### src/rtl/mpi_pkg.sv
// Shared definitions for the MPI transmit and receive queues: bus widths,
// the queued message layout and the transmit issue FSM state encoding.
package mpi_pkg;

    localparam int DATA_W = 64;
    localparam int DEST_W = 32;

    // One queued message: destination rank in the upper bits, payload below.
    typedef struct packed {
        logic [DEST_W-1:0] dest;
        logic [DATA_W-1:0] data;
    } msg_t;

    // Issue FSM: IDLE waits for a message and a credit, SEND presents the
    // head for one cycle, GAP forces the credit line low between messages.
    typedef enum logic [1:0] {
        IDLE = 2'd0,
        SEND = 2'd1,
        GAP  = 2'd2
    } tx_state_t;

    // The sender credit input is a full data word that only ever holds 0 or 1.
    function automatic logic [DATA_W-1:0] credit_word(input logic pulse);
        return {{(DATA_W-1){1'b0}}, pulse};
    endfunction

endpackage

### src/rtl/mpi_fifo.sv
// Synchronous FIFO for queued messages. The head entry is always visible on
// rdata; pushes while full and pops while empty are ignored. Pointers wrap
// naturally because DEPTH is a power of two.
module mpi_fifo #(
    parameter int  DEPTH = 8,
    parameter type T     = mpi_pkg::msg_t
) (
    input  logic                     clk,
    input  logic                     rst,
    input  logic                     push,
    input  logic                     pop,
    input  T                         wdata,
    output T                         rdata,
    output logic [$clog2(DEPTH):0]   count,
    output logic                     full,
    output logic                     empty
);

    localparam int AW = $clog2(DEPTH);
    localparam logic [AW-1:0] PTR_ONE = AW'(1);
    localparam logic [AW:0]   CNT_ONE = (AW+1)'(1);
    localparam logic [AW:0]   CNT_MAX = (AW+1)'(DEPTH);

    T              mem_q [DEPTH];
    logic [AW-1:0] wr_ptr_q, wr_ptr_d;
    logic [AW-1:0] rd_ptr_q, rd_ptr_d;
    logic [AW:0]   count_q, count_d;
    logic          do_push;
    logic          do_pop;

    assign full    = (count_q == CNT_MAX);
    assign empty   = (count_q == '0);
    assign do_push = push & ~full;
    assign do_pop  = pop & ~empty;
    assign count   = count_q;
    assign rdata   = mem_q[rd_ptr_q];

    // Next pointer and occupancy values from the qualified push/pop.
    always_comb begin
        wr_ptr_d = wr_ptr_q;
        rd_ptr_d = rd_ptr_q;
        count_d  = count_q;
        if (do_push) begin
            wr_ptr_d = wr_ptr_q + PTR_ONE;
        end
        if (do_pop) begin
            rd_ptr_d = rd_ptr_q + PTR_ONE;
        end
        case ({do_push, do_pop})
            2'b10:   count_d = count_q + CNT_ONE;
            2'b01:   count_d = count_q - CNT_ONE;
            default: count_d = count_q;
        endcase
    end

    // Pointer and occupancy registers; reset empties the queue.
    always_ff @(posedge clk or posedge rst) begin
        if (rst) begin
            wr_ptr_q <= '0;
            rd_ptr_q <= '0;
            count_q  <= '0;
        end else begin
            wr_ptr_q <= wr_ptr_d;
            rd_ptr_q <= rd_ptr_d;
            count_q  <= count_d;
        end
    end

    // Storage array; contents need no reset since the pointers gate them.
    always_ff @(posedge clk) begin
        if (do_push) begin
            mem_q[wr_ptr_q] <= wdata;
        end
    end

endmodule

### src/rtl/mpi_tx_queue.sv
// MPI transmit queue: buffers messages from a producer and issues them to the
// sender one at a time, each issue consuming one credit from the remote side.
//
// Handshake: a message transfers on a posedge where in_valid && in_ready.
// in_ready comes from registered occupancy only, so the producer may hold
// in_valid and its payload stable until it sees the transfer edge. The sender
// sees snd_credit high for exactly one cycle per message with snd_data and
// snd_dest valid in that cycle; those fields then hold until the next issue.
module mpi_tx_queue
    import mpi_pkg::*;
#(
    parameter int DEPTH       = 8,
    parameter int INIT_CREDIT = 4,
    parameter int MAX_CREDIT  = 15
) (
    input  logic                             clk,
    input  logic                             rst,
    input  logic                             in_valid,
    output logic                             in_ready,
    input  logic [DATA_W-1:0]                in_data,
    input  logic [DEST_W-1:0]                in_dest,
    input  logic                             credit_return,
    output logic [DATA_W-1:0]                snd_credit,
    output logic [DATA_W-1:0]                snd_data,
    output logic [DEST_W-1:0]                snd_dest,
    output logic [$clog2(DEPTH):0]           count,
    output logic [$clog2(MAX_CREDIT+1)-1:0]  credits,
    output logic                             credit_err,
    output tx_state_t                        state
);

    localparam int CW = $clog2(MAX_CREDIT + 1);
    localparam logic [CW-1:0] INIT_C = CW'(INIT_CREDIT);
    localparam logic [CW-1:0] MAX_C  = CW'(MAX_CREDIT);
    localparam logic [CW-1:0] ONE_C  = CW'(1);

    tx_state_t     state_q, state_d;
    logic [CW-1:0] credits_q, credits_d;
    logic          err_q, err_d;
    msg_t          snd_msg_q, snd_msg_d;

    msg_t          head;
    msg_t          wmsg;
    logic          fifo_full;
    logic          fifo_empty;
    logic          push;
    logic          pop;
    logic          consume;

    assign wmsg.dest = in_dest;
    assign wmsg.data = in_data;

    assign in_ready = ~fifo_full;
    assign push     = in_valid & ~fifo_full;
    // The head leaves the FIFO and a credit is spent in the SEND cycle.
    assign pop      = (state_q == SEND);
    assign consume  = (state_q == SEND);

    mpi_fifo #(
        .DEPTH (DEPTH),
        .T     (msg_t)
    ) u_fifo (
        .clk   (clk),
        .rst   (rst),
        .push  (push),
        .pop   (pop),
        .wdata (wmsg),
        .rdata (head),
        .count (count),
        .full  (fifo_full),
        .empty (fifo_empty)
    );

    // Issue FSM next state; latch the head as the sender payload on entry to SEND.
    always_comb begin
        state_d   = state_q;
        snd_msg_d = snd_msg_q;
        case (state_q)
            IDLE: begin
                if (!fifo_empty && (credits_q != '0)) begin
                    state_d   = SEND;
                    snd_msg_d = head;
                end
            end
            SEND:    state_d = GAP;
            GAP:     state_d = IDLE;
            default: state_d = IDLE;
        endcase
    end

    // Credit counter: spend on SEND, refill on credit_return, saturate and flag overflow.
    always_comb begin
        credits_d = credits_q;
        err_d     = err_q;
        if (consume && !credit_return) begin
            credits_d = credits_q - ONE_C;
        end else if (!consume && credit_return) begin
            if (credits_q == MAX_C) begin
                err_d = 1'b1;
            end else begin
                credits_d = credits_q + ONE_C;
            end
        end
    end

    // State, credit and sender-output registers; reset abandons any send in flight.
    always_ff @(posedge clk or posedge rst) begin
        if (rst) begin
            state_q   <= IDLE;
            credits_q <= INIT_C;
            err_q     <= 1'b0;
            snd_msg_q <= '0;
        end else begin
            state_q   <= state_d;
            credits_q <= credits_d;
            err_q     <= err_d;
            snd_msg_q <= snd_msg_d;
        end
    end

    assign snd_credit = credit_word(state_q == SEND);
    assign snd_data   = snd_msg_q.data;
    assign snd_dest   = snd_msg_q.dest;
    assign credits    = credits_q;
    assign credit_err = err_q;
    assign state      = state_q;

endmodule

### config.mk
export PLATFORM = sky130hd
export DESIGN_NAME = mpi_tx_queue
export DESIGN_NICKNAME = d
export VERILOG_FILES = /design/src/rtl/mpi_pkg.sv /design/src/rtl/mpi_fifo.sv /design/src/rtl/mpi_tx_queue.sv
export SDC_FILE = /design/constraint.sdc
export NUM_CORES = 1
export LEC_CHECK = 0
export CAP_MARGIN = 25
export CORE_ASPECT_RATIO = 0.8
export CORE_MARGIN = 4
export CORE_UTILIZATION = 58
export DETAILED_ROUTE_END_ITERATION = 6
export GPL_ROUTABILITY_DRIVEN = 0
export PLACE_DENSITY = 0.8
export SLEW_MARGIN = 20
export SYNTH_ARGS = -nofsm -noshare
export SYNTH_HDL_FRONTEND = slang
export SYNTH_SLANG_ARGS = --single-unit
### constraint.sdc
create_clock -name clk -period 10.1 [get_ports clk]
set_input_delay 2.02 -clock clk [delete_from_list [all_inputs] [get_ports clk]]
set_output_delay 2.02 -clock clk [all_outputs]
set_load 0.05 [all_outputs]
Word level (Yosys, flattened, before mapping). Memory sizes are Yosys's and may differ from the RTL's. A register that Yosys moved wholly into a read port is not among the register bits. Cells that the tools add are included.

$add $sub $neg: 6. Equality and inequality tests: 7. Mux-type cells: 8. Bitwise logic cells: 6. Reduce and logical (&&, ||, !) cells: 14.

Operators by type and width (count): two-way mux 4 bit (3); adder 4 x 1 -> 4 bit (second input constant) (2); == test 4 bit (second input constant) (2); one-hot mux 4 bit (2 select lines) (1); subtractor 4 x 1 -> 4 bit (second input constant) (2); adder 3 x 1 -> 3 bit (second input constant) (2); == test 2 x 1 -> 1 bit (second input constant) (2); logical NOT 4 bit (1); != test 2 bit (second input constant) (2); one-hot mux 2 bit (2 select lines) (1); AND reduction 2 bit (2); nonzero test 2 bit (2); nonzero test 4 bit (1); bitwise AND 1 bit (3); logical AND 1 bit (3); logical NOT 1 bit (3); NOT 1 bit (3); AND reduction 3 bit (1); == test 2 bit (second input constant) (1); logical NOT 2 bit (1); two-way mux 1 bit (2); two-way mux 2 bit (1).

Bits in registers: 17. Memory bits (writable): 768. Input port bits: 100. Output and inout port bits: 172. Logic and storage cells: 48. Memories kept: 1.

Memories: u_fifo.mem_q (depth 8, bits a word 96, read ports 1, clocked after Yosys merged registers in 1, wr ports 1, RTL line mpi_fifo.sv:24) `T mem_q [DEPTH];`.

Depth between registers and ports, before layout. Gate-level depths: netlist of the first run.

Depth in word-level cells: 6. Gate-level depth with buffers: 10. Mapped depth without buffers: 9.

By module. Synthesis of the first run repeated with hierarchy kept, for this count alone.

Cell total of the unflattened synthesis: 1485. Area total of the unflattened synthesis: 33938.8 µm².

By module, submodules not included: mpi_fifo (instances 1, cells an instance 1178, area each 29467.0 µm², seq. area each 23312.4 µm²); mpi_tx_queue (instances 1, cells an instance 307, area each 4471.8 µm², seq. area each 2578.7 µm²).

Worst setup path after synthesis of the first run. OpenSTA, ideal clock, no wires.

Path kind: input to register. Start point: in in_valid. End point: mem u_fifo.mem_q[0][0] (netlist bit) (enable). Library setup time: 0.668 ns. Data arrival time: 8.954 ns. Data required time: 9.432 ns. Slack: 0.477 ns. Cell stages on the path: 3. Path buffers: 0. Cells stage by stage: nand2_1 or2_2 nor3_1.

Cells in the longest elaborated chain, start to end: 4.

RTL lines: start: declaration (RTL line mpi_tx_queue.sv:18) `input logic in_valid,`; bitwise AND 1 bit (RTL line mpi_tx_queue.sv:54) `assign push = in_valid & ~fifo_full;`; bitwise AND 1 bit (RTL line mpi_fifo.sv:33) `assign do_push = push & ~full;`; two-way mux 1 bit (RTL line mpi_fifo.sv:71) `if (do_push) begin`; two-way mux 1 bit (not written as such) (RTL line mpi_fifo.sv:72) `mem_q[wr_ptr_q] <= wdata;`; end: declaration (RTL line mpi_fifo.sv:24).

No other way between the ends.

Final worst setup path of the first run.
Start point: reg u_fifo.count_q[0] (netlist: u_fifo.count[0]). End point: out in_ready.

Cells in the longest elaborated chain, start to end: 2.

RTL lines: start: declaration (RTL line mpi_fifo.sv:27) `logic [AW:0] count_q, count_d;`; start signal: assignment (RTL line mpi_fifo.sv:65) `count_q <= count_d;`; == test 4 bit (RTL line mpi_fifo.sv:31) `assign full = (count_q == CNT_MAX);`; NOT 1 bit (RTL line mpi_tx_queue.sv:53) `assign in_ready = ~fifo_full;`; end: declaration (RTL line mpi_tx_queue.sv:19) `output logic in_ready,`.

No other way between the ends.

==> results.txt, run 1 <==
outcome: completed
FF+latch count, synth: 881
leading area contributor after synthesis: edfxtp_1
1st-pass router iterations: 5
Die Width: 277 µm
largest cells by area after synthesis: edfxtp_1 69%, mux4_2 13%, dfrtp_1 8.4%
pre-CTS WS: 5.02 ns
Period minus WS final: 4.59 ns
I/O pin cnt: 272
placeable core area: 56,900 µm²
Post-Syn Area: 33,500 µm²
sw frac: 0.336
CP peak stage delay: 0.76 ns
Worst-Margin Slew: 0.966 ns
Post-synth EDFFs: 768
Hold Vio Cnt, Final: 0
CTS tree: yes
Int Pwr: 0.00814 W
Reg2Reg Setup Slack: 6.89 ns
peak supply drop: 0.263 mV
iteration-0 DRC count of the detailed router: 1,577
Min-Delay Endpoint: credit_err$_DFFE_PP0P_
total net switching power: 0.00412 W
grt total ovfl: 0
CP Buf/Inv Count: 1
setup_tns: 0 ns
clock tree buffer depth: 3
max-cap violation count: 0
Clock Power Share: 0.252
top cells by count, synth: 768 x edfxtp_1, 192 x mux4_2, 112 x dfrtp_1
Worst Reg-to-Reg Cells: 6
worst setup margin: 5.51 ns
drt via density: 5.87
fmax: 218 MHz
die area: 61,600 µm²
DR DRC count: 0
hold depth: 1
Area Overhead vs Synth: 16.5%
Nets: 1,936
Yosys Warn Count: 0
Final Cycle Share: 0.454
Routed wire per std cell: 25.6 µm
IO buf count: 208
clk root buf: clkbuf_16
FP Rows: 78
crit start category: flop
Crit Path Category: flop to primary output
Mapped Cells: 1,583
Crit path depth: 2
Final setup viols: 0
WHS: 0.465 ns
Pwr Total: 0.0123 W
clk_lat worst skew: 0.63 ns
Max Clock Skew: 0.0138 ns
vias in the first global route: 16,100
combinational power share: 0.333
H-Tree Depth: 3
Synth cell types: 38
CTS buffer count: 82
non-filler cells, final: 2,658
FF-to-FF Start: u_fifo.count[1]$_DFFE_PP0P_
predominant post-synthesis flop cell: edfxtp_1
die height: 223 µm
crit-path max FO: 7
Max Slew Vio Count: 0
hpwl dp: 37.3 mm
placed insts: 2,499
worst-path cell chain: or4b_2 > clkdlybuf4s50_1
most frequent cell after synthesis: edfxtp_1
slowest CP cell: or4b_2
crit path DAT: 2.57 ns
total track usage: 0.223
clock tree sinks: 881
initial antenna violation count: 12
# fillers: 3,436
Worst Path Required: 8.08 ns
first-pass GRT wire length: 103 mm
pin count of the biggest net entering global routing: 112
Synth top area share: 0.689
worst hold path class: flop to flop
post-synthesis sequential area ratio: 0.773
Avg Inst Size Synth: 21.1 µm²
Post-CTS Resized: 0
Worst setup EP type: primary output
worst reg2reg endpoint: u_fifo.mem_q[2][23]$_DFFE_PP_
final wirelength: 68.1 mm
Hold Path Origin: credit_err$_DFFE_PP0P_
Power per Cell Area: 314 nW/µm²
hold_buf cts: 0
setup bufs post-CTS: 0
Worst-path clk slew: 0.06 ns
RSZ-0062 raised after global routing: false
ys async rst share: 0.128
Pleak: 13.3 nW
Top Family by Delay on Critical Path: simple AND/OR/NAND/NOR gates
max_slew headroom: 0.356
layout cells sized above 1: 0.193
antenna-violating nets left: 0
Via Count: 15,600
Initial Utilization: 0.588
sequential share of power: 0.415
==> worst max-delay path by stage <==
stage	start	to
global placement	in_valid	u_fifo.mem_q[2][87]$_DFFE_PP_
CTS	u_fifo.count[0]$_DFFE_PP0P_	in_ready
detailed placement	in_valid	u_fifo.mem_q[2][87]$_DFFE_PP_
global route	u_fifo.count[0]$_DFFE_PP0P_	in_ready
floorplan	in_valid	u_fifo.mem_q[0][0]$_DFFE_PP_
finish	u_fifo.count[0]$_DFFE_PP0P_	in_ready
==> through the flow <==
| stage | cell area (µm²) | utilization |
|---|---|---|
| after global placement | 36100 | 0.635 |
| after CTS | 38900 | 0.684 |
| after global routing | 39000 | 0.685 |
| final | 39000 | 0.685 |
| after detailed placement | 36200 | 0.636 |
| after floorplan | 33700 | - |
==> power groups by stage <==
stage	registers, W	clock network [W]	logic (W)
CTS	0.00509	0.00315	0.00411
global route	0.00515	0.00331	0.00437
finish	0.00508	0.00309	0.00408
global placement	0.00510	0	0.00399
detailed placement	0.00515	0	0.00406
floorplan	0.00573	0	0.00234
==> layout make-up <==
class                      count  area (µm²)  area share
antenna                        3        7.51    0.000193
inverter                       8        35.0    0.000898
clock buffer                 116        2330      0.0598
sequential                   881       25900       0.664
tap                          760         951      0.0244
multi-input combinational    616        6950       0.178
timing repair buffer         237        2410      0.0619
clock inverter                37         400      0.0103
==> flip-flops by register name, indices dropped and copies added, names as in the netlist <==
name	cells
state	2
credits	4
credit_err	1
snd_dest	32
snd_data	64
u_fifo.mem_q	768
u_fifo.count	4
u_fifo.wr_ptr_q	3
u_fifo.rd_ptr_q	3
==> cells by family after synthesis <==
group / count (synthesis) / share of synthesized area
flops: 881 / 0.773
mux: 292 / 0.159
buf+inv: 148 / 0.0275
simple gates: 132 / 0.0163
compound gates: 110 / 0.0172
fa+ha+maj: 10 / 0.00396
xor+xnor: 9 / 0.00235
other cells: 1 / 0.000112
==> worst register-to-register path, delay by kind of cell, from the launching register on <==
kind          cells  cell delay [ns]
simple gates      4             0.89
flops             1             0.49
buf+inv           2             1.42
==> cell usage in the layout, fill, tap and decap left out, types with 9 or more instances in the layout <==
master,count
edfxtp_1,768
clkdlybuf4s50_1,208
mux4_2,192
dfrtp_1,109
nand2_1,106
mux2i_1,97
clkbuf_16,83
o21ai_1,69
conb_1,63
o21ai_0,31
buf_4,23
clkbuf_1,20
clkbuf_8,13
clkinv_2,12
clkinv_1,10
ha_1,9
==> metal layers <==
| layer | track usage | share of wire | vias to the layer above | wire, µm |
|---|---|---|---|---|
| met2 | 0.372 | 0.51 | 560 | 35100 |
| met5 | 0 | 0.0017 | - | 115 |
| met1 | 0.305 | 0.39 | 8163 | 26700 |
| met4 | 0.0515 | 0.020 | 18 | 1400 |
| li1 | - | - | 6738 | - |
| met3 | 0.0555 | 0.070 | 120 | 4780 |
No activity file was read; power rests on OpenSTA's default activity.
==> run 2: changes to the inputs <==
- CORE_UTILIZATION: 58 -> 52
- PLACE_DENSITY: 0.8 -> 0.75
- clock period: 10.1 -> 4.2 ns (I/O delays scaled with it)
==> run 2 against run 1 <==
Net effect:
- routed wire length shrank 3.9%
- hold slack better by 0.0058 ns
- first-iteration DRC count shrank 4.0%
- clock power rose by 140%
- core utilization shrank 6.5 points
- non-clock buffer count up 1
- worst setup slack lost 4.5 ns
- sequential share of layout area is 0.38 points lower
- sequential cell count unchanged
==> results.txt, run 2 (synthesis results as in run 1) <==
crit-path max FO: 7
final wirelength: 65.5 mm
placeable core area: 63,200 µm²
die area: 68,500 µm²
grt total ovfl: 0
hpwl dp: 35.5 mm
worst-path cell chain: or4b_4 > clkdlybuf4s50_1
Worst setup EP type: primary output
antenna-violating nets left: 0
DR DRC count: 0
Power per Cell Area: 748 nW/µm²
clk root buf: clkbuf_16
iteration-0 DRC count of the detailed router: 1,514
crit path DAT: 2.37 ns
commonest non-fill, non-tap cells in the layout: 768 x edfxtp_1, 208 x clkdlybuf4s50_1, 192 x mux4_2, 106 x nand2_1, 105 x dfrtp_1
max-cap violation count: 0
Max Clock Skew: 0.0105 ns
RSZ-0062 raised after global routing: false
Pleak: 13.3 nW
Post-CTS Resized: 0
worst hold path class: flop to flop
clk_lat worst skew: 0.62 ns
setup bufs post-CTS: 0
IO buf count: 208
Max Slew Vio Count: 0
post-route design area: 39,200 µm²
crit start category: flop
Nets: 1,937
drt via density: 5.63
CP peak stage delay: 0.72 ns
total track usage: 0.192
I/O pin cnt: 272
die height: 235 µm
max reg flops: 768
Worst-path clk slew: 0.06 ns
Worst-Margin Slew: 1.10 ns
Hold Vio Cnt, Final: 0
FP Rows: 82
Crit Path Category: flop to primary output
Final Core Density: 0.621
commonest non-fill, non-tap cell in the layout: edfxtp_1
vias in the first global route: 16,100
slowest CP cell: clkdlybuf4s50_1
Worst Path Required: 3.36 ns
placed inst area: 36,500 µm²
initial antenna violation count: 14
max_slew headroom: 0.267
H-Tree Depth: 3
peak supply drop: 0.504 mV
Area Overhead vs Synth: 17.2%
1st-pass router iterations: 5
CTS buffer count: 82
Initial Utilization: 0.530
Routed wire per std cell: 23.9 µm
CTS tree: yes
fmax: 311 MHz
Top Family by Delay on Critical Path: buffers and inverters
CP Buf/Inv Count: 1
outcome: completed
pin count of the biggest net entering global routing: 120
Die Width: 292 µm
Period minus WS final: 3.21 ns
clock tree sinks: 881
Via Count: 15,400
hold_buf cts: 0
Top reg by flops: u_fifo.mem_q
layout cells sized above 1: 0.194
clock tree buffer depth: 3
first-pass GRT wire length: 100 mm
Final setup viols: 0
Final Cycle Share: 0.765
[run 2: final cells by class]
class                           instances  area [µm²]
Sequential cell                       881       25900
Fill cell                            4289       24000
Multi-Input combinational cell        616        6970
Timing Repair Buffer                  238        2540
Clock buffer                          117        2400
Tap cell                              840        1050
Clock inverter                         36         304
Inverter                                8        35.0
Antenna cell                            5        12.5
[run 2: worst reg2reg max path, stage by stage, from the launching register on]
cell     delay (ns)
dfrtp_4        1.00
buf_4          0.43
mux4_2         0.53
mux2i_1        0.37
o21ai_1        0.12
[run 2: worst paths after layout]
kind	start	end	slack, ns	depth (start not counted)
max	u_fifo.count[0]$_DFFE_PP0P_	in_ready	0.99	2
min	credit_err$_DFFE_PP0P_	credit_err$_DFFE_PP0P_	0.47	1
max reg2reg	u_fifo.rd_ptr_q[0]$_DFFE_PP0P_	snd_data[59]$_DFFE_PP0P_	1.63	4
min reg2reg	credit_err$_DFFE_PP0P_	credit_err$_DFFE_PP0P_	0.47	1
max in group asynchronous	rst	snd_data[49]$_DFFE_PP0P_	2.74	3
min in group asynchronous	rst	snd_dest[13]$_DFFE_PP0P_	0.75	2
[run 2: routing by layer]
| layer | up-vias | global-route usage | wire length (µm) |
|---|---|---|---|
| li1 | 6778 | - | - |
| met2 | 459 | 0.310 | 32300 |
| met4 | 18 | 0.0506 | 1460 |
| met3 | 116 | 0.0470 | 4200 |
| met1 | 8056 | 0.268 | 27400 |
| met5 | - | 0 | 119 |
[run 2: metrics by stage]
stage,cells,TNS (ns),setup WS [ns],power (W),hold WS (ns)
finish,2741,0,0.987,0.0294,0.471
global route,2739,0,0.924,0.0308,0.499
CTS,2736,0,0.942,0.0297,0.476
detailed placement,2583,0,1.16,0.0223,0.460
global placement,2583,0,1.18,0.0221,0.451
floorplan,1645,-48.30,-0.168,0.0193,0.489
[run 2: power by group]
group | switching [W] | leakage (nW) | internal [W]
Combinational | 0.00572 | 3.61 | 0.00403
Sequential | 0.000995 | 8.35 | 0.0113
Clock | 0.00307 | 1.32 | 0.00429
Total | 0.00978 | 13.3 | 0.0196
